`src/rtl/clock_mode_ctrl_pkg.sv`:
```
// Shared definitions for the MM:SS clock controller: state encodings,
// BCD limits and digit_blank bit positions.
package clock_mode_ctrl_pkg;

    typedef enum logic [1:0] {
        ST_RUN     = 2'd0,
        ST_PAUSE   = 2'd1,
        ST_SET_MIN = 2'd2,
        ST_SET_SEC = 2'd3
    } state_t;

    localparam logic [3:0] ONES_MAX = 4'd9;
    localparam logic [3:0] TENS_MAX = 4'd5;

    localparam int DIGIT_SEC_ONES = 0;
    localparam int DIGIT_SEC_TENS = 1;
    localparam int DIGIT_MIN_ONES = 2;
    localparam int DIGIT_MIN_TENS = 3;

endpackage

```
`src/rtl/bcd_mod60.sv`:
```
// Two-digit BCD counter modulo 60 with clear priority over increment.
// carry flags the increment that rolls 59 back to 00.
module bcd_mod60
    import clock_mode_ctrl_pkg::*;
(
    input  logic       clk,
    input  logic       rst_n,
    input  logic       inc,
    input  logic       clr,
    output logic [3:0] ones,
    output logic [3:0] tens,
    output logic       carry
);

    logic [3:0] ones_reg, ones_next;
    logic [3:0] tens_reg, tens_next;
    logic       at_max;

    assign at_max = (ones_reg == ONES_MAX) && (tens_reg == TENS_MAX);
    assign carry  = inc && at_max;

    always_comb begin
        ones_next = ones_reg;
        tens_next = tens_reg;
        if (clr) begin
            ones_next = 4'd0;
            tens_next = 4'd0;
        end else if (inc) begin
            if (ones_reg == ONES_MAX) begin
                ones_next = 4'd0;
                tens_next = (tens_reg == TENS_MAX) ? 4'd0 : tens_reg + 4'd1;
            end else begin
                ones_next = ones_reg + 4'd1;
            end
        end
    end

    always_ff @(posedge clk or negedge rst_n) begin
        if (!rst_n) begin
            ones_reg <= 4'd0;
            tens_reg <= 4'd0;
        end else begin
            ones_reg <= ones_next;
            tens_reg <= tens_next;
        end
    end

    assign ones = ones_reg;
    assign tens = tens_reg;

endmodule

```
`src/rtl/clock_mode_ctrl.sv`:
```
// Mode FSM for the MM:SS wall clock: run/pause/set control, minute carry,
// rollover pulse and the blink timer that flashes the field being edited.
module clock_mode_ctrl
    import clock_mode_ctrl_pkg::*;
#(
    parameter int BLINK_CYCLES = 50_000_000
) (
    input  logic       sysCLK,
    input  logic       rst_n,
    input  logic       tick_1hz,
    input  logic       btn_mode,
    input  logic       btn_run,
    input  logic       btn_inc,
    input  logic       btn_clr,
    output logic [3:0] sec_ones,
    output logic [3:0] sec_tens,
    output logic [3:0] min_ones,
    output logic [3:0] min_tens,
    output logic [3:0] digit_blank,
    output logic [1:0] mode,
    output logic       wrap
);

    localparam int CW = (BLINK_CYCLES > 1) ? $clog2(BLINK_CYCLES) : 1;
    localparam logic [CW-1:0] BLINK_TERM = CW'(BLINK_CYCLES - 1);

    state_t        state_reg, state_next;
    logic [CW-1:0] blink_cnt_reg, blink_cnt_next;
    logic          blink_phase_reg, blink_phase_next;
    logic [3:0]    blank_reg, blank_next;
    logic          wrap_reg, wrap_next;

    logic in_run, in_set, entering_set;
    logic sec_inc, min_inc, sec_carry, min_carry;

    assign in_run = (state_reg == ST_RUN);
    assign in_set = (state_reg == ST_SET_MIN) || (state_reg == ST_SET_SEC);

    // Increments follow the current state; the transition lands on the same edge.
    assign sec_inc = (in_run && tick_1hz) || ((state_reg == ST_SET_SEC) && btn_inc);
    assign min_inc = (in_run && sec_carry) || ((state_reg == ST_SET_MIN) && btn_inc);

    bcd_mod60 u_sec (
        .clk   (sysCLK),
        .rst_n (rst_n),
        .inc   (sec_inc),
        .clr   (btn_clr),
        .ones  (sec_ones),
        .tens  (sec_tens),
        .carry (sec_carry)
    );

    bcd_mod60 u_min (
        .clk   (sysCLK),
        .rst_n (rst_n),
        .inc   (min_inc),
        .clr   (btn_clr),
        .ones  (min_ones),
        .tens  (min_tens),
        .carry (min_carry)
    );

    always_comb begin
        state_next = state_reg;
        unique case (state_reg)
            ST_RUN:     if (btn_mode) state_next = ST_SET_MIN;
                        else if (btn_run) state_next = ST_PAUSE;
            ST_PAUSE:   if (btn_mode) state_next = ST_SET_MIN;
                        else if (btn_run) state_next = ST_RUN;
            ST_SET_MIN: if (btn_mode) state_next = ST_SET_SEC;
            ST_SET_SEC: if (btn_mode) state_next = ST_RUN;
            default:    state_next = ST_RUN;
        endcase
    end

    assign wrap_next = in_run && min_carry && !btn_clr;

    // Entering a SET state restarts the blink so the field starts visible.
    assign entering_set = (state_next != state_reg) &&
                          ((state_next == ST_SET_MIN) || (state_next == ST_SET_SEC));

    always_comb begin
        blink_cnt_next   = '0;
        blink_phase_next = 1'b0;
        blank_next       = 4'b0000;
        if (!entering_set && in_set) begin
            if (blink_cnt_reg == BLINK_TERM) begin
                blink_phase_next = !blink_phase_reg;
            end else begin
                blink_cnt_next   = blink_cnt_reg + 1'b1;
                blink_phase_next = blink_phase_reg;
            end
        end
        if (blink_phase_next) begin
            if (state_next == ST_SET_MIN) begin
                blank_next[DIGIT_MIN_TENS] = 1'b1;
                blank_next[DIGIT_MIN_ONES] = 1'b1;
            end else if (state_next == ST_SET_SEC) begin
                blank_next[DIGIT_SEC_TENS] = 1'b1;
                blank_next[DIGIT_SEC_ONES] = 1'b1;
            end
        end
    end

    always_ff @(posedge sysCLK or negedge rst_n) begin
        if (!rst_n) begin
            state_reg       <= ST_RUN;
            blink_cnt_reg   <= '0;
            blink_phase_reg <= 1'b0;
            blank_reg       <= 4'b0000;
            wrap_reg        <= 1'b0;
        end else begin
            state_reg       <= state_next;
            blink_cnt_reg   <= blink_cnt_next;
            blink_phase_reg <= blink_phase_next;
            blank_reg       <= blank_next;
            wrap_reg        <= wrap_next;
        end
    end

    assign mode        = state_reg;
    assign digit_blank = blank_reg;
    assign wrap        = wrap_reg;

endmodule
```
`config.mk`:
```
export PLATFORM = sky130hd
export DESIGN_NAME = clock_mode_ctrl
export DESIGN_NICKNAME = d
export VERILOG_FILES = /design/src/rtl/clock_mode_ctrl_pkg.sv /design/src/rtl/bcd_mod60.sv /design/src/rtl/clock_mode_ctrl.sv
export SDC_FILE = /design/constraint.sdc
export NUM_CORES = 1
export LEC_CHECK = 0
export BUFFER_PORTS_ARGS = -buffer_cell sky130_fd_sc_hd__buf_2
export CAP_MARGIN = 20
export CORE_MARGIN = 5
export CORE_UTILIZATION = 30
export CTS_BUF_LIST = sky130_fd_sc_hd__clkbuf_16
export CTS_CLUSTER_DIAMETER = 150
export CTS_CLUSTER_SIZE = 28
export DETAILED_ROUTE_END_ITERATION = 6
export PLACE_DENSITY = 0.5
export SLEW_MARGIN = 25
export SYNTH_ARGS = -nofsm -noshare
export SYNTH_HDL_FRONTEND = slang
export SYNTH_HIERARCHICAL = 1
export SYNTH_SLANG_ARGS = --single-unit
```
`constraint.sdc`:
```
create_clock -name sysCLK -period 4.9 [get_ports sysCLK]
set_input_delay 0 -clock sysCLK [delete_from_list [all_inputs] [get_ports sysCLK]]
set_output_delay 0 -clock sysCLK [all_outputs]
set_load 0.01 [all_outputs]
```
# After elaboration in Yosys (flattened, before gate mapping)
# Cells that the tools add are included.
totals:
  mem_bits_ro: 0
  ff_bits: 50
  output_inout_bits: 23
  ramBits: 0
  wordCells: 80
  in_bits: 7
  memories: 0
  latch_bits: 0
classes:
  n_mux: 29
  eq_ne: 11
  n_reduce_logical: 26
  n_mul: 0
  shift: 0
  bitwise: 0
  addsub: 5
  magnitude_cmp: 0
  n_div: 0
ops:
  columns: ["operator", "n"]
  rows:
  - ["4-bit 2-to-1 mux", 15]
  - ["26-bit 2-to-1 mux", 2]
  - ["26-bit by 1-bit adder with 26-bit output (second input constant)", 1]
  - ["26-bit equality test (second input constant)", 1]
  - ["2-bit 2-to-1 mux", 9]
  - ["4-bit by 1-bit adder with 4-bit output (second input constant)", 4]
  - ["1-bit logical AND", 12]
  - ["2-bit equality test (second input constant)", 4]
  - ["4-bit by 3-bit equality test with 1-bit output (second input constant)", 2]
  - ["4-bit equality test (second input constant)", 2]
  - ["2-bit case mux with 4 select lines", 1]
  - ["2-bit nonzero test", 4]
  - ["1-bit logical OR", 4]
  - ["2-bit AND reduction", 2]
  - ["1-bit zero test", 3]
  - ["2-bit by 1-bit equality test with 1-bit output (second input constant)", 1]
  - ["2-bit zero test", 1]
  - ["1-bit 2-to-1 mux", 2]
  - ["2-bit != test", 1]

# Logic depth before layout (Yosys ltp)
# Gate-level depths: netlist of run 1.
logic_depth:
  depth_word: 10
  depth_mapped: 10
  mapped_depth_nobuf: 9

# Hierarchy
# Netlist of run 1, hierarchy kept.
by_module_without_submodules:
  columns: ["module", "instances", "seq_area_each_um2", "cells_each", "area_each_um2"]
  rows:
  - ["clock_mode_ctrl", 1, 800.8, 188, 1883.1]
  - ["bcd_mod60", 2, 200.2, 50, 486.7]

# Least setup slack after synthesis of run 1
# OpenSTA, ideal clock, no wires.
synth_timing:
  kind: "flip-flop to flip-flop"
  from: "register state_reg[0] (netlist: mode[0])"
  to: "register u_min.tens_reg[3] (netlist: u_min/tens[3])"
  t_arrival_ns: 2.473
  n_path_buf: 1
  setup_time_ns: 0.078
  slack_ns: 2.350
  path_stages_with_launch: 11
  required_time_ns: 4.822
  period_less_slack_ns: 2.550
  cell_sequence: "dfrtp_1 clkbuf_1 and2_1 a22o_1 nand4b_2 nor2_1 mux2i_1 nor2_1 nand4b_2 or4_1 a21oi_1"
synth_via:
  elab_chain_len: 8
  word_cells_on_any_way: 12
  classes_between: "2 x eq/ne; 10 x reduce/logical"
synth_lines:
  columns: ["element", "line_no", "text"]
  rows:
  - ["start, declared", "clock_mode_ctrl.sv:27", "state_t state_reg, state_next;"]
  - ["start signal, assigned", "clock_mode_ctrl.sv:113", "state_reg <= state_next;"]
  - ["2-bit equality test or 2-bit zero test (tied branches)", "clock_mode_ctrl.sv:40, clock_mode_ctrl.sv:36", null]
  - ["1-bit logical AND", "clock_mode_ctrl.sv:40", "assign sec_inc = (in_run && tick_1hz) || ((state_reg == ST_SET_SEC) && btn_inc);"]
  - ["1-bit logical OR *", "clock_mode_ctrl.sv:40", null]
  - ["named net sec_inc", "clock_mode_ctrl.sv:34", "logic sec_inc, min_inc, sec_carry, min_carry;"]
  - ["1-bit logical AND *", "bcd_mod60.sv:20", "assign carry = inc && at_max;"]
  - ["named net sec_carry", "clock_mode_ctrl.sv:34", null]
  - ["1-bit logical AND *", "clock_mode_ctrl.sv:41", "assign min_inc = (in_run && sec_carry) || ((state_reg == ST_SET_MIN) && btn_inc);"]
  - ["1-bit logical OR *", "clock_mode_ctrl.sv:41", null]
  - ["named net min_inc", "clock_mode_ctrl.sv:34", null]
  - ["2-bit nonzero test (no source line) *", null, null]
  - ["2-bit AND reduction (no source line) *", null, null]
  - ["end signal, assigned", "bcd_mod60.sv:44", "tens_reg <= tens_next;"]
  - ["end, declared", "bcd_mod60.sv:16", "logic [3:0] tens_reg, tens_next;"]
# Mark *: on every way through the listed nets, which the timed path passes. The rest lies on a longest branch.
# A chain may end at the register's enable or synchronous reset.

# Final worst setup path of run 1
# Ends and elaborated chain as after synthesis.

==> results.txt, run 1 <==
----------------------------------------------------
[Detailed routing]
  Sum of routed wire segments on met1 ... 3210 um
  DRT iter0 DRCs ... 67
  Uppermost signal routing layer after detailed routing ... met4
  Number of optimization iterations in the first detailed-route pass ... 4
  Met3 WL ... 219 um
  Average wire per standard cell ... roughly 15 um
  Met2 wire length ... 2940 um
  DRC Markers ... 0
  Total via count in the routed design ... about 2300
  Remaining antenna violation count ... 0
  Total detailed-routing wirelength ... 6430 um
  Routed vias/inst ... 5.17

[Synthesis]
  Post-synthesis xor/xnor area fraction ... about 3.4%
  Avg Cell Area, Syn ... ~9.9 um^2
  Synthesis Warnings ... 6
  Multiplexer fraction of the synthesized cell area ... 1.80%
  Largest family of logic cells by synthesized area ... simple AND/OR/NAND/NOR gates
  Basic-gate share of the synthesized area counting and, or, nand and nor cells ... 28.4%
  Number of storage elements in the synthesis netlist ... 48
  Main synth FF type ... sky130_fd_sc_hd__dfrtp_1
  Leading cell types by total area after synthesis ... sky130_fd_sc_hd__dfrtp_1, sky130_fd_sc_hd__ha_1, sky130_fd_sc_hd__o31ai_1
  Count of unique library cells instantiated by Yosys ... 50
  Synth Area in Adders ... 3.94%
  Synthesized-area fraction occupied by ao, oa, aoi and oai cells ... 15.9%
  Netlist area before placement ... roughly 2900 um^2
  Post-Syn Nets ... 304
  Number of flops mapped to enable cells by yosys ... 0
  Share of the synthesized area in the top cell type ... 42.0%
  Biggest area consumer among synthesized cells ... sky130_fd_sc_hd__dfrtp_1
  Portion of the post-synthesis area used by sequential elements ... between 40% and 50%
  Post-synthesis cell count ... 288
  Fraction of synthesis flops using an asynchronous set or reset pin ... 100%

[Die]
  Y dimension of the die ... 108 um
  Die outline width ... 108 um
  Effective utilization at floorplan ... 30.8%
  Total core area ... between 9000 and 10000 um^2
  I/O Pins ... 30
  Die ar. ... 11600 um^2
  Rows ... 35

[Global routing]
  Wire length of the first global-routing pass ... approximately 11000 um
  Vias in the first global route ... 2194
  Initial antenna violation count ... 0
  Largest net degree at the start of global routing ... 49
  Total Routing Usage GR ... 11.4%
  Total grt overflow ... 0

[STA]
  Unrepaired setup endpoints after global routing ... false
  Relative slew margins ... around 57%
  Ratio of final minimum period to clock period ... 57.0%
  Measured slew at the worst slew-check pin ... 0.646 ns
  Final hold vios ... 0
  Clock Skew ... 0.00860 ns
  Post-route setup TNS ... 0 ns
  Fin worst setup slack ... 2.11 ns
  FMAX ... 0.358 GHz
  Final setup violation count ... 0
  Post-layout minimum cycle time ... 2.79 ns
  Final count of pins violating max slew ... 0

[CTS]
  Cts bufs inserted ... 5
  CTS tree ... built
  Clock tree root driver cell ... sky130_fd_sc_hd__clkbuf_16
  Insertion delay of the later-clocked pin in the worst-skew pair ... 0.29 ns
  H-Tree Depth ... 2
  Clock-pin slew of the registers on the worst-case setup and hold paths ... approximately 0.070 ns
  Sinks on Clock Net ... between 40 and 50
  Worst-case clock buffer depth ... 2

[Placed design]
  HPWL Detailed ... 4350 um
  Worst slack at placement ... 2.08 ns
  Placer's final routability congestion estimate ... 0.784
  Count of input and output buffers ... 29

[Finish]
  Filler instances ... 981
  Final antenna diode count ... 0
  Count of nets after finishing ... 328
  Layout overhead on the synthesized area ... 14.7%
  Largest register FFs ... 26
  Footprint of the multi-input gates ... 1530 um^2
  Layout cell share with drive strength beyond 1 ... 17.6%
  Storage element area ... approximately 1200 um^2

[Power and ir drop]
  Power density relative to cell area ... 328 nW/um^2
  Overall power after layout ... 1.07 mW
  Leakage power ... around 1.4 nW
  Peak supply drop ... 0.000202 V

[Setup path]
  Worst Path Class, Setup ... flip-flop to flip-flop
  Data arrival time at the worst-slack endpoint ... approximately 3 ns
  Startpoint kind of the worst setup timing path ... flip-flop
  Worst-path maximum fanout ... 12
  Crit path required time ... 5.11 ns
  Crit path capture type ... flip-flop

[Job]
  Max_cap viols ... 0

[Min path]
  Worst hold path class ... input port to flip-flop

[Outcome]
  Status ... finished, final reports clean

----------------------------------------------------
power by group:
part / total (mW) / internal, mW / leakage (nW) / switching, mW
Combinational: 0.206 / 0.0769 / 0.614 / 0.129
Clock: 0.399 / 0.243 / 0.0840 / 0.156
Sequential: 0.468 / 0.422 / 0.661 / 0.0464
Total: 1.07 / 0.742 / 1.36 / 0.332
critical path: stages (launching register included):
cell,delay [ns]
sky130_fd_sc_hd__dfrtp_1,0.58
sky130_fd_sc_hd__and2_1,0.20
sky130_fd_sc_hd__a22o_1,0.30
sky130_fd_sc_hd__nand4b_2,0.18
sky130_fd_sc_hd__nor2_1,0.13
sky130_fd_sc_hd__mux2i_1,0.07
sky130_fd_sc_hd__nor2_1,0.44
sky130_fd_sc_hd__nand4b_2,0.20
sky130_fd_sc_hd__or4_1,0.49
sky130_fd_sc_hd__a21oi_1,0.13
what timing repair did:
action,CTS,global route
endpoints found under the hold margin,50,0
resized for setup,0,0
buffers inserted,0,0
hold buffers,2,0
per-layer routing:
metal	up-vias	global-route usage [%]
met5	-	0
met3	5	2.70
met2	39	17.3
met1	1105	16.3
li1	1134	-
met4	0	2.61
final timing paths:
| path | from | to | slack [ns] | cells past startpoint |
|---|---|---|---|---|
| worst max-delay path | mode[0]$_DFF_PN0_ | u_min/tens[3]$_DFFE_PN0P_ | 2.11 | 9 |
| worst min-delay path | btn_run | mode[0]$_DFF_PN0_ | 0.05 | 3 |
| worst max register to register | mode[0]$_DFF_PN0_ | u_min/tens[3]$_DFFE_PN0P_ | 2.11 | 9 |
| worst min register to register | blink_cnt_reg[0]$_DFF_PN0_ | blink_cnt_reg[0]$_DFF_PN0_ | 0.48 | 1 |
| max in group asynchronous | rst_n | blink_cnt_reg[9]$_DFF_PN0_ | 4.11 | 3 |
| min in group asynchronous | rst_n | blink_cnt_reg[18]$_DFF_PN0_ | 0.35 | 3 |
cell usage after synthesis (2+ instances only):
| cell | instances |
|---|---|
| sky130_fd_sc_hd__dfrtp_1 | 48 |
| sky130_fd_sc_hd__nand2_1 | 18 |
| sky130_fd_sc_hd__nor2_1 | 15 |
| sky130_fd_sc_hd__a21oi_1 | 14 |
| sky130_fd_sc_hd__o21ai_0 | 14 |
| sky130_fd_sc_hd__nand3_1 | 13 |
| sky130_fd_sc_hd__o31ai_1 | 12 |
| sky130_fd_sc_hd__nand3b_1 | 11 |
| sky130_fd_sc_hd__or4_1 | 11 |
| sky130_fd_sc_hd__ha_1 | 9 |
| sky130_fd_sc_hd__inv_1 | 8 |
| sky130_fd_sc_hd__nand4_1 | 8 |
| sky130_fd_sc_hd__xor2_1 | 8 |
| sky130_fd_sc_hd__a211oi_2 | 7 |
| sky130_fd_sc_hd__nor3_1 | 7 |
| sky130_fd_sc_hd__clkbuf_1 | 6 |
| sky130_fd_sc_hd__or3_1 | 6 |
| sky130_fd_sc_hd__buf_4 | 5 |
| sky130_fd_sc_hd__nor2b_1 | 5 |
| sky130_fd_sc_hd__and2_1 | 4 |
| sky130_fd_sc_hd__and4b_1 | 4 |
| sky130_fd_sc_hd__mux2i_1 | 4 |
| sky130_fd_sc_hd__nand2b_1 | 4 |
| sky130_fd_sc_hd__a211oi_1 | 3 |
| sky130_fd_sc_hd__and4_1 | 3 |
| sky130_fd_sc_hd__buf_2 | 3 |
| sky130_fd_sc_hd__xnor2_1 | 3 |
| sky130_fd_sc_hd__a211o_1 | 2 |
| sky130_fd_sc_hd__a21boi_0 | 2 |
| sky130_fd_sc_hd__a32o_1 | 2 |
| sky130_fd_sc_hd__and3_1 | 2 |
| sky130_fd_sc_hd__buf_6 | 2 |
| sky130_fd_sc_hd__nand4_4 | 2 |
| sky130_fd_sc_hd__nand4b_2 | 2 |
| sky130_fd_sc_hd__nor3b_1 | 2 |
| sky130_fd_sc_hd__nor4_1 | 2 |
| sky130_fd_sc_hd__nor4bb_1 | 2 |
| sky130_fd_sc_hd__o31a_1 | 2 |
| sky130_fd_sc_hd__or4bb_1 | 2 |
placed cells by master (no fill, tap or decap), types with 3 or more instances in the layout:
cell	count
sky130_fd_sc_hd__a211oi_1	3
sky130_fd_sc_hd__nor3_1	7
sky130_fd_sc_hd__inv_1	8
sky130_fd_sc_hd__ha_1	9
sky130_fd_sc_hd__and4b_1	4
sky130_fd_sc_hd__or4_1	11
sky130_fd_sc_hd__nand3b_1	11
sky130_fd_sc_hd__nand3_1	13
sky130_fd_sc_hd__a21oi_1	14
sky130_fd_sc_hd__o21ai_0	14
sky130_fd_sc_hd__o31ai_1	12
sky130_fd_sc_hd__clkbuf_16	5
sky130_fd_sc_hd__and2_1	4
sky130_fd_sc_hd__and4_1	3
sky130_fd_sc_hd__or3_1	6
sky130_fd_sc_hd__nand2b_1	4
sky130_fd_sc_hd__xnor2_1	3
sky130_fd_sc_hd__nand2_1	18
sky130_fd_sc_hd__nand4_1	8
sky130_fd_sc_hd__mux2i_1	4
sky130_fd_sc_hd__xor2_1	8
sky130_fd_sc_hd__nor2_1	15
sky130_fd_sc_hd__buf_2	29
sky130_fd_sc_hd__nor2b_1	5
sky130_fd_sc_hd__dfrtp_1	48
sky130_fd_sc_hd__a211oi_2	7
logic make-up (layout without fill, tap and decap cells):
logic type	Yosys count	after routing
AND/OR/NAND/NOR	127	127
multiplexers	5	5
buffers and inverters	24	49
AO/OA/AOI/OAI	64	64
XOR/XNOR	11	11
adder cells (fa/ha/maj)	9	9
flip-flops	48	48
metrics by stage:
step | instance area, um^2 | cells | util [%] | hold WS (ns)
detailed placement | 3080 | 432 | 33.2 | 0.156
global route | 3280 | 442 | 35.3 | 0.0453
CTS | 3280 | 442 | 35.3 | 0.0485
finish | 3280 | 442 | 35.3 | 0.0501
floorplan | 2860 | 288 | - | -0.296
global placement | 3080 | 432 | 33.2 | 0.158
final cells by class:
cell class | count | share of cell area (%)
Tap cell | 129 | 4.93
Inverter | 8 | 0.916
Clock inverter | 3 | 1.45
Sequential cell | 48 | 36.7
Timing Repair Buffer | 33 | 5.50
Clock buffer | 5 | 3.82
Multi-Input combinational cell | 216 | 46.7
Note: power is estimated with default switching activity, not from simulation.
==> inputs of run 2 (changes only) <==
ABC_AREA = 1   (was not set)
clock period = 2.7 ns   (was 4.9 ns; I/O delays follow)
==> run 2 against run 1 <==
Setup slack worse by 1.7 ns. Synthesized cell count increased by 37%. Clock power increased by 56%. Sequential cell count is the same. First-iteration DRC count up 27%. Critical endpoint is now u_min/ones[3]$_DFFE_PN0P_. Clock-buffer cell count stayed put. Design area is 7.3% higher.
==> results.txt, run 2 <==
----------------------------------------------------
[CTS]
  CTS tree ... built
  Insertion delay of the later-clocked pin in the worst-skew pair ... 0.29 ns (about the same)
  Cts bufs inserted ... 5 (unchanged)
  H-Tree Depth ... 2 (unchanged)
  Clock-pin slew of the registers on the worst-case setup and hold paths ... 0.07 ns (about the same)
  Worst-case clock buffer depth ... 2 (unchanged)
  Clock tree root driver cell ... sky130_fd_sc_hd__clkbuf_16
  Buffers inserted by post-CTS timing repair ... 0 (unchanged)
  Gates resized, CTS repair ... 0 (unchanged)
  Sinks on Clock Net ... 48 (unchanged)
  Hold buffer count at cts ... 3 (+1)

[Setup path]
  Worst Path Class, Setup ... flip-flop to flip-flop
  Levels on crit path ... 11 (+2)
  Cell at the slowest stage of the critical path ... sky130_fd_sc_hd__dfrtp_1
  Critical path buffer and inverter count ... 1 (+1)
  R2R cell count ... 11 (+2)
  Crit path capture type ... flip-flop
  Worst-path maximum fanout ... 9 (-3)
  Sequence of cells on the critical path ... nand2_1 > o21ai_0 > nand4_2 > nor2_1 > o21ai_0 > a21oi_1 > nand4_2 > nand2_4 > inv_4 > nand2_1 > nor2_2
  Delay contributed by the slowest stage of the critical path ... 0.48 ns (-0.10 ns)
  Crit path required time ... 2.88 ns (-2.23 ns)
  Startpoint kind of the worst setup timing path ... flip-flop
  Data arrival time at the worst-slack endpoint ... 2.51 ns (-0.49 ns)
  Delay-heaviest family, CP ... simple AND/OR/NAND/NOR gates

[Synthesis]
  Fraction of synthesis flops using an asynchronous set or reset pin ... 100% (unchanged)
  Most repeated cell in the gate-level netlist after synthesis ... sky130_fd_sc_hd__nand2_1
  Number of storage elements in the synthesis netlist ... 48 (unchanged)
  Biggest area consumer among synthesized cells ... sky130_fd_sc_hd__dfrtp_1
  Share of the synthesized area in the top cell type ... 39.5% (-2.5 points)
  Avg Cell Area, Syn ... 7.71 um^2 (-22%)
  Leading cell types by total area after synthesis ... sky130_fd_sc_hd__dfrtp_1, sky130_fd_sc_hd__nand2_1, sky130_fd_sc_hd__nor2_1
  Count of unique library cells instantiated by Yosys ... 30 (-40%)
  Post-Syn Nets ... 410 (+35%)
  Netlist area before placement ... 3040 um^2 (+6.4%)
  Most frequent cells after synthesis ... sky130_fd_sc_hd__nand2_1, sky130_fd_sc_hd__nor2_1, sky130_fd_sc_hd__dfrtp_1
  Number of flops mapped to enable cells by yosys ... 0 (unchanged)
  Main synth FF type ... sky130_fd_sc_hd__dfrtp_1
  Post-synthesis cell count ... 394 (+37%)
  Portion of the post-synthesis area used by sequential elements ... 39.5% (-2.5 points)
  Synthesis Warnings ... 6 (unchanged)

[Detailed routing]
  Total detailed-routing wirelength ... 7090 um (+10%)
  Number of optimization iterations in the first detailed-route pass ... 5 (+1)
  Average wire per standard cell ... 12.5 um (-14%)
  Total via count in the routed design ... 2566 (+12%)
  Remaining antenna violation count ... 0 (unchanged)
  Routed vias/inst ... 4.54 (-12%)
  DRC Markers ... 0 (unchanged)
  DRT iter0 DRCs ... 85 (+27%)

[Finish]
  Layout cell share with drive strength beyond 1 ... 24.8% (+7.2 points)
  Footprint of the multi-input gates ... 1640 um^2 (+6.8%)
  Largest register FFs ... 26 (unchanged)
  Filler instances ... 1097 (+12%)
  Final antenna diode count ... 0 (unchanged)
  Count of nets after finishing ... 447 (+36%)
  Most common library cell in the layout ignoring fill and taps ... sky130_fd_sc_hd__nand2_1
  Layout overhead on the synthesized area ... 15.6%
  Summed area of non-filler cells in the final layout ... 3510 um^2 (+7.3%)
  Storage element area ... 1200 um^2 (unchanged)
  Commonest cells after routing, fill and taps aside ... sky130_fd_sc_hd__nand2_1, sky130_fd_sc_hd__nor2_1, sky130_fd_sc_hd__dfrtp_1, sky130_fd_sc_hd__inv_1, sky130_fd_sc_hd__nand3_1

[Global routing]
  Wire length of the first global-routing pass ... 12400 um (+14%)
  Vias in the first global route ... 2571 (+17%)
  Total grt overflow ... 0 (unchanged)
  Initial antenna violation count ... 0 (unchanged)
  Total Routing Usage GR ... 12.0% (+0.59 points)
  Largest net degree at the start of global routing ... 31 (-37%)

[Die]
  Effective utilization at floorplan ... 31.0% (+0.18 points)
  Die ar. ... 12200 um^2 (+5.8%)
  Die outline width ... 111 um (+2.9%)
  Y dimension of the die ... 111 um (+2.9%)
  Total core area ... 9820 um^2 (+5.8%)
  Rows ... 36 (+2.9%)
  I/O Pins ... 30 (unchanged)

[STA]
  Ratio of final minimum period to clock period ... 86.2% (+29 points)
  Unrepaired setup endpoints after global routing ... false
  Worst Hold Slack ... 0.120 ns (+0.0698 ns)
  Fin worst setup slack ... 0.373 ns (-1.73 ns)
  FMAX ... 0.430 GHz (+20%)
  Post-route setup TNS ... 0 ns (unchanged)
  Post-layout minimum cycle time ... 2.33 ns (-0.467 ns)
  Final hold vios ... 0 (unchanged)
  Final setup violation count ... 0 (unchanged)
  Final count of pins violating max slew ... 0 (unchanged)
  Clock Skew ... 0.00700 ns (-0.00160 ns)
  Relative slew margins ... 68.0% (+11 points)
  Measured slew at the worst slew-check pin ... 0.475 ns (-0.171 ns)

[Power and ir drop]
  Peak supply drop ... 0.000274 V (+36%)
  Leakage power ... 1.63 nW (+20%)
  Power density relative to cell area ... 526 nW/um^2 (+60%)
  Overall power after layout ... 1.85 mW (+72%)

[Min path]
  Hold-critical path depth ... 5 (+2)
  Worst hold path class ... input port to flip-flop

[Outcome]
  Status ... finished, final reports clean

[Placed design]
  Placer's final routability congestion estimate ... 0.846 (+7.9%)
  Count of input and output buffers ... 29 (unchanged)
  Worst slack at placement ... 0.380 ns (-1.70 ns)
  HPWL Detailed ... 5520 um (+27%)
  Post-placement cell area ... 3340 um^2 (+8.3%)

[Job]
  Max_cap viols ... 0 (unchanged)

----------------------------------------------------
-- run 2: changes by cell type after synthesis, sizes merged, moves of 5 or more --
cell    change
or4        -11
o31ai      -12
inv        +38
nand3      +24
nor2       +72
nand3b      -9
clkbuf      -6
or3         -6
buf         -6
a211oi     -10
nand2      +92
o21ai       -7
nor2b       -5
-- run 2: path summary, 6_finish.rpt --
path / slack, ns / from / end
worst min register to register: 0.52 / blink_cnt_reg[0]$_DFF_PN0_ / blink_cnt_reg[0]$_DFF_PN0_
worst max register to register: 0.37 / mode[1]$_DFF_PN0_ / u_min/ones[3]$_DFFE_PN0P_
worst max-delay path: 0.37 / mode[1]$_DFF_PN0_ / u_min/ones[3]$_DFFE_PN0P_
worst min-delay path: 0.12 / btn_run / mode[0]$_DFF_PN0_
min in group asynchronous: 0.19 / rst_n / blink_cnt_reg[24]$_DFF_PN0_
max in group asynchronous: 1.76 / rst_n / u_min/tens[3]$_DFFE_PN0P_
-- run 2: through the flow --
step                      util [%]  instances
after floorplan                  -        394
after global placement        34.0        554
after detailed placement      34.0        554
after CTS                     35.8        565
after global routing          35.8        565
final                         35.8        565
-- run 2: per-layer routing --
metal	part of all wire, %	track usage (%)	vias to the layer above
met5	0	0	-
met4	0.86	2.63	0
met3	4.1	2.18	5
met2	46	19.5	53
met1	49	16.5	1190
li1	-	-	1318
-- run 2: cell families (layout without fill, tap and decap cells) --
kind of cell,after synthesis,after routing,synth area share [%]
AOI/OAI and AO/OA,22,22,4.12
xor gates and xnor gates,13,13,3.75
adders and majority gates,9,9,3.71
buffers and inverters,50,88,6.67
DFF,48,48,39.5
and+or+nand+nor,252,252,42.2
-- run 2: tightest hold or removal path, delay by kind of cell --
family | cells | cell delay [ns]
buf+inv | 3 | 0.16
compound gates | 2 | 0.21
-- run 2: power breakdown --
part           switching (mW)  internal (mW)
Clock                   0.284          0.341
Combinational           0.252          0.129
Sequential             0.0710          0.771
Total                   0.607           1.24
-- run 2: cell type report --
| class | count | share of cell area, % |
|---|---|---|
| clock buffer | 5 | 3.56 |
| clock inverter | 3 | 0.534 |
| inverter | 46 | 5.06 |
| multi-input combinational | 296 | 46.5 |
| sequential | 48 | 34.2 |
| tap | 133 | 4.73 |
| timing repair buffer | 34 | 5.41 |
==> inputs of run 3 (changes only) <==
--- a/config.mk
+++ b/config.mk
@@ -10,3 +10,3 @@
 export CAP_MARGIN = 20
-export CORE_MARGIN = 5
+export CORE_MARGIN = 4
 export CORE_UTILIZATION = 30
==> constraint.sdc (replaced) <==
create_clock -name sysCLK -period 2.7 [get_ports sysCLK]
set_input_delay 0.81 -clock sysCLK [delete_from_list [all_inputs] [get_ports sysCLK]]
set_output_delay 0.81 -clock sysCLK [all_outputs]
set_load 0.01 [all_outputs]
==> run 3 against run 2 <==
Die area decreased by 3.6%. Clock skew increased by 0.0027 ns. Setup slack improved by 0.15 ns. Largest cell class unchanged. Sequential share of layout area decreased by 0.18 points. Clock-buffer cell count unchanged. Power increased by 11%.
==> results.txt, run 3 (synthesis gave the netlist of run 2 again) <==
----------------------------------------------------
[Die]
  Die outline width ... 109 um (-1.8%)
  Total core area ... 9820 um^2 (unchanged)
  I/O Pins ... 30 (unchanged)
  Effective utilization at floorplan ... 31.0% (unchanged)
  Rows ... 36 (unchanged)
  Y dimension of the die ... 109 um (-1.8%)
  Die ar. ... 11800 um^2 (-3.6%)

[CTS]
  Clock-pin slew of the registers on the worst-case setup and hold paths ... 0.07 ns (about the same)
  Cts bufs inserted ... 5 (unchanged)
  Gates resized, CTS repair ... 0 (unchanged)
  Worst-case clock buffer depth ... 2 (unchanged)
  Clock tree root driver cell ... sky130_fd_sc_hd__clkbuf_16
  Insertion delay of the later-clocked pin in the worst-skew pair ... 0.29 ns (about the same)
  Sinks on Clock Net ... 48 (unchanged)
  Hold buffer count at cts ... 0 (-3)
  Buffers inserted by post-CTS timing repair ... 0 (unchanged)
  CTS tree ... built
  H-Tree Depth ... 2 (unchanged)

[Global routing]
  Largest net degree at the start of global routing ... 49 (+58%)
  Vias in the first global route ... 2473 (-3.8%)
  Initial antenna violation count ... 0 (unchanged)
  Total Routing Usage GR ... 12.9% (+0.88 points)
  Total grt overflow ... 0 (unchanged)
  Wire length of the first global-routing pass ... 12000 um (-2.7%)

[Finish]
  Most common library cell in the layout ignoring fill and taps ... sky130_fd_sc_hd__nand2_1
  Final antenna diode count ... 0 (unchanged)
  Count of nets after finishing ... 445 (-0.45%)
  Layout cell share with drive strength beyond 1 ... 25.2% (+0.41 points)
  Commonest cells after routing, fill and taps aside ... sky130_fd_sc_hd__nand2_1, sky130_fd_sc_hd__nor2_1, sky130_fd_sc_hd__dfrtp_1, sky130_fd_sc_hd__inv_1, sky130_fd_sc_hd__nand3_1
  Largest register FFs ... 26 (unchanged)
  Layout overhead on the synthesized area ... 16.3%

[STA]
  Final hold vios ... 0 (unchanged)
  Final setup violation count ... 0 (unchanged)
  FMAX ... 0.460 GHz (+7.1%)
  Fin worst setup slack ... 0.527 ns (+0.154 ns)
  Post-layout minimum cycle time ... 2.17 ns (-0.154 ns)
  Relative slew margins ... 57.4% (-11 points)
  Clock Skew ... 0.00968 ns (+0.00268 ns)
  Measured slew at the worst slew-check pin ... 0.639 ns (+0.164 ns)
  Ratio of final minimum period to clock period ... 80.5% (-5.7 points)
  Final count of pins violating max slew ... 0 (unchanged)
  Unrepaired setup endpoints after global routing ... false
  Post-route setup TNS ... 0 ns (unchanged)

[Min path]
  Worst hold path class ... flip-flop to flip-flop

[Detailed routing]
  DRT iter0 DRCs ... 98 (+15%)
  Total detailed-routing wirelength ... 6990 um (-1.4%)
  Number of optimization iterations in the first detailed-route pass ... 4 (-1)
  DRC Markers ... 0 (unchanged)
  Routed vias/inst ... 4.45 (-2.1%)
  Average wire per standard cell ... 12.4 um (-0.87%)
  Total via count in the routed design ... 2499 (-2.6%)
  Remaining antenna violation count ... 0 (unchanged)

[Setup path]
  Startpoint kind of the worst setup timing path ... input port
  Worst-path maximum fanout ... 3 (-6)
  Crit path capture type ... flip-flop
  Crit path required time ... 2.88 ns (about the same)
  Worst Path Class, Setup ... input port to flip-flop
  Data arrival time at the worst-slack endpoint ... 2.35 ns (-0.16 ns)

[Power and ir drop]
  Part of the power in combinational logic ... 18.7% (-1.9 points)
  Relative contribution of the clock network to total power ... 40.1% (+6.3 points)
  Internal power contribution ... 1.43 mW (+15%)
  Peak supply drop ... 0.000334 V (+22%)
  Leakage power ... 1.65 nW (+1.2%)
  Power density relative to cell area ... 580 nW/um^2 (+10%)
  Switching power ... 0.618 mW (+1.8%)
  Seq pwr share ... 41.1% (-4.5 points)
  Switching Share ... 30.2% (-2.7 points)

[Placed design]
  Count of input and output buffers ... 29 (unchanged)
  Worst slack at placement ... 0.223 ns (-0.157 ns)
  HPWL Detailed ... 5300 um (-4.0%)
  Placer's final routability congestion estimate ... 0.843 (-0.39%)

[Outcome]
  Status ... finished, final reports clean

[Job]
  Max_cap viols ... 0 (unchanged)

----------------------------------------------------
==> run 3: power groups by stage <==
| stage | logic [mW] | registers (mW) | clock network, mW |
|---|---|---|---|
| 6_report | 0.383 | 0.842 | 0.822 |
| 5_1_grt | 0.438 | 0.855 | 0.863 |
| 4_1_cts | 0.391 | 0.843 | 0.835 |
| 3_5_place_dp | 0.389 | 0.856 | 0 |
| 3_3_place_gp | 0.387 | 0.857 | 0 |
| 2_1_floorplan | 0.239 | 0.857 | 0 |
==> run 3: worst max-delay path: stages <==
cell and delay (ns):
sky130_fd_sc_hd__buf_2 0.07, sky130_fd_sc_hd__inv_1 0.04, sky130_fd_sc_hd__o21ai_0 0.27, sky130_fd_sc_hd__nand4_2 0.18, sky130_fd_sc_hd__nor2_1 0.13, sky130_fd_sc_hd__o21ai_0 0.08
sky130_fd_sc_hd__a21oi_1 0.30, sky130_fd_sc_hd__inv_2 0.10, sky130_fd_sc_hd__a21oi_2 0.19, sky130_fd_sc_hd__nand3_1 0.09, sky130_fd_sc_hd__nand2_1 0.08, sky130_fd_sc_hd__nor2_2 0.03
==> run 3: worst paths after layout <==
| path | cells after the start | start | end | slack (ns) |
|---|---|---|---|---|
| setup reg to reg | 11 | mode[1]$_DFF_PN0_ | u_min/ones[3]$_DFFE_PN0P_ | 0.55 |
| min in group asynchronous | 2 | rst_n | blink_cnt_reg[5]$_DFF_PN0_ | 0.62 |
| max in group asynchronous | 2 | rst_n | blink_cnt_reg[10]$_DFF_PN0_ | 1.64 |
| hold / removal | 1 | blink_cnt_reg[0]$_DFF_PN0_ | blink_cnt_reg[0]$_DFF_PN0_ | 0.51 |
| setup / recovery | 12 | btn_inc | u_min/ones[3]$_DFFE_PN0P_ | 0.53 |
| hold reg to reg | 1 | blink_cnt_reg[0]$_DFF_PN0_ | blink_cnt_reg[0]$_DFF_PN0_ | 0.51 |
==> run 3: final cells by class <==
| class | count | area (um^2) |
|---|---|---|
| fillers | 1099 | 6290 |
| multi-input cells | 296 | 1640 |
| flip-flops and latches | 48 | 1200 |
| inverters | 46 | 178 |
| repair buffers | 32 | 168 |
| well taps | 133 | 166 |
| clock buffers | 5 | 125 |
| clock inverters | 2 | 60.1 |
==> run 3: per-stage QoR <==
stage,cell area (um^2),hold slack (ns),power [mW],util (%),std cells
global route,3530,0.537,2.16,36.0,562
finish,3530,0.510,2.05,36.0,562
detailed placement,3350,0.511,1.25,34.1,555
CTS,3530,0.516,2.07,36.0,562
global placement,3350,0.499,1.24,34.1,555
floorplan,3040,0.469,1.10,-,394
==> run 3: routing by layer <==
| metal | up-vias | global-route usage (%) | wire, um |
|---|---|---|---|
| li1 | 1311 | - | - |
| met3 | 5 | 2.25 | 222 |
| met2 | 34 | 20.5 | 3220 |
| met4 | 0 | 2.71 | 52 |
| met5 | - | 0 | 0 |
| met1 | 1149 | 18.3 | 3490 |
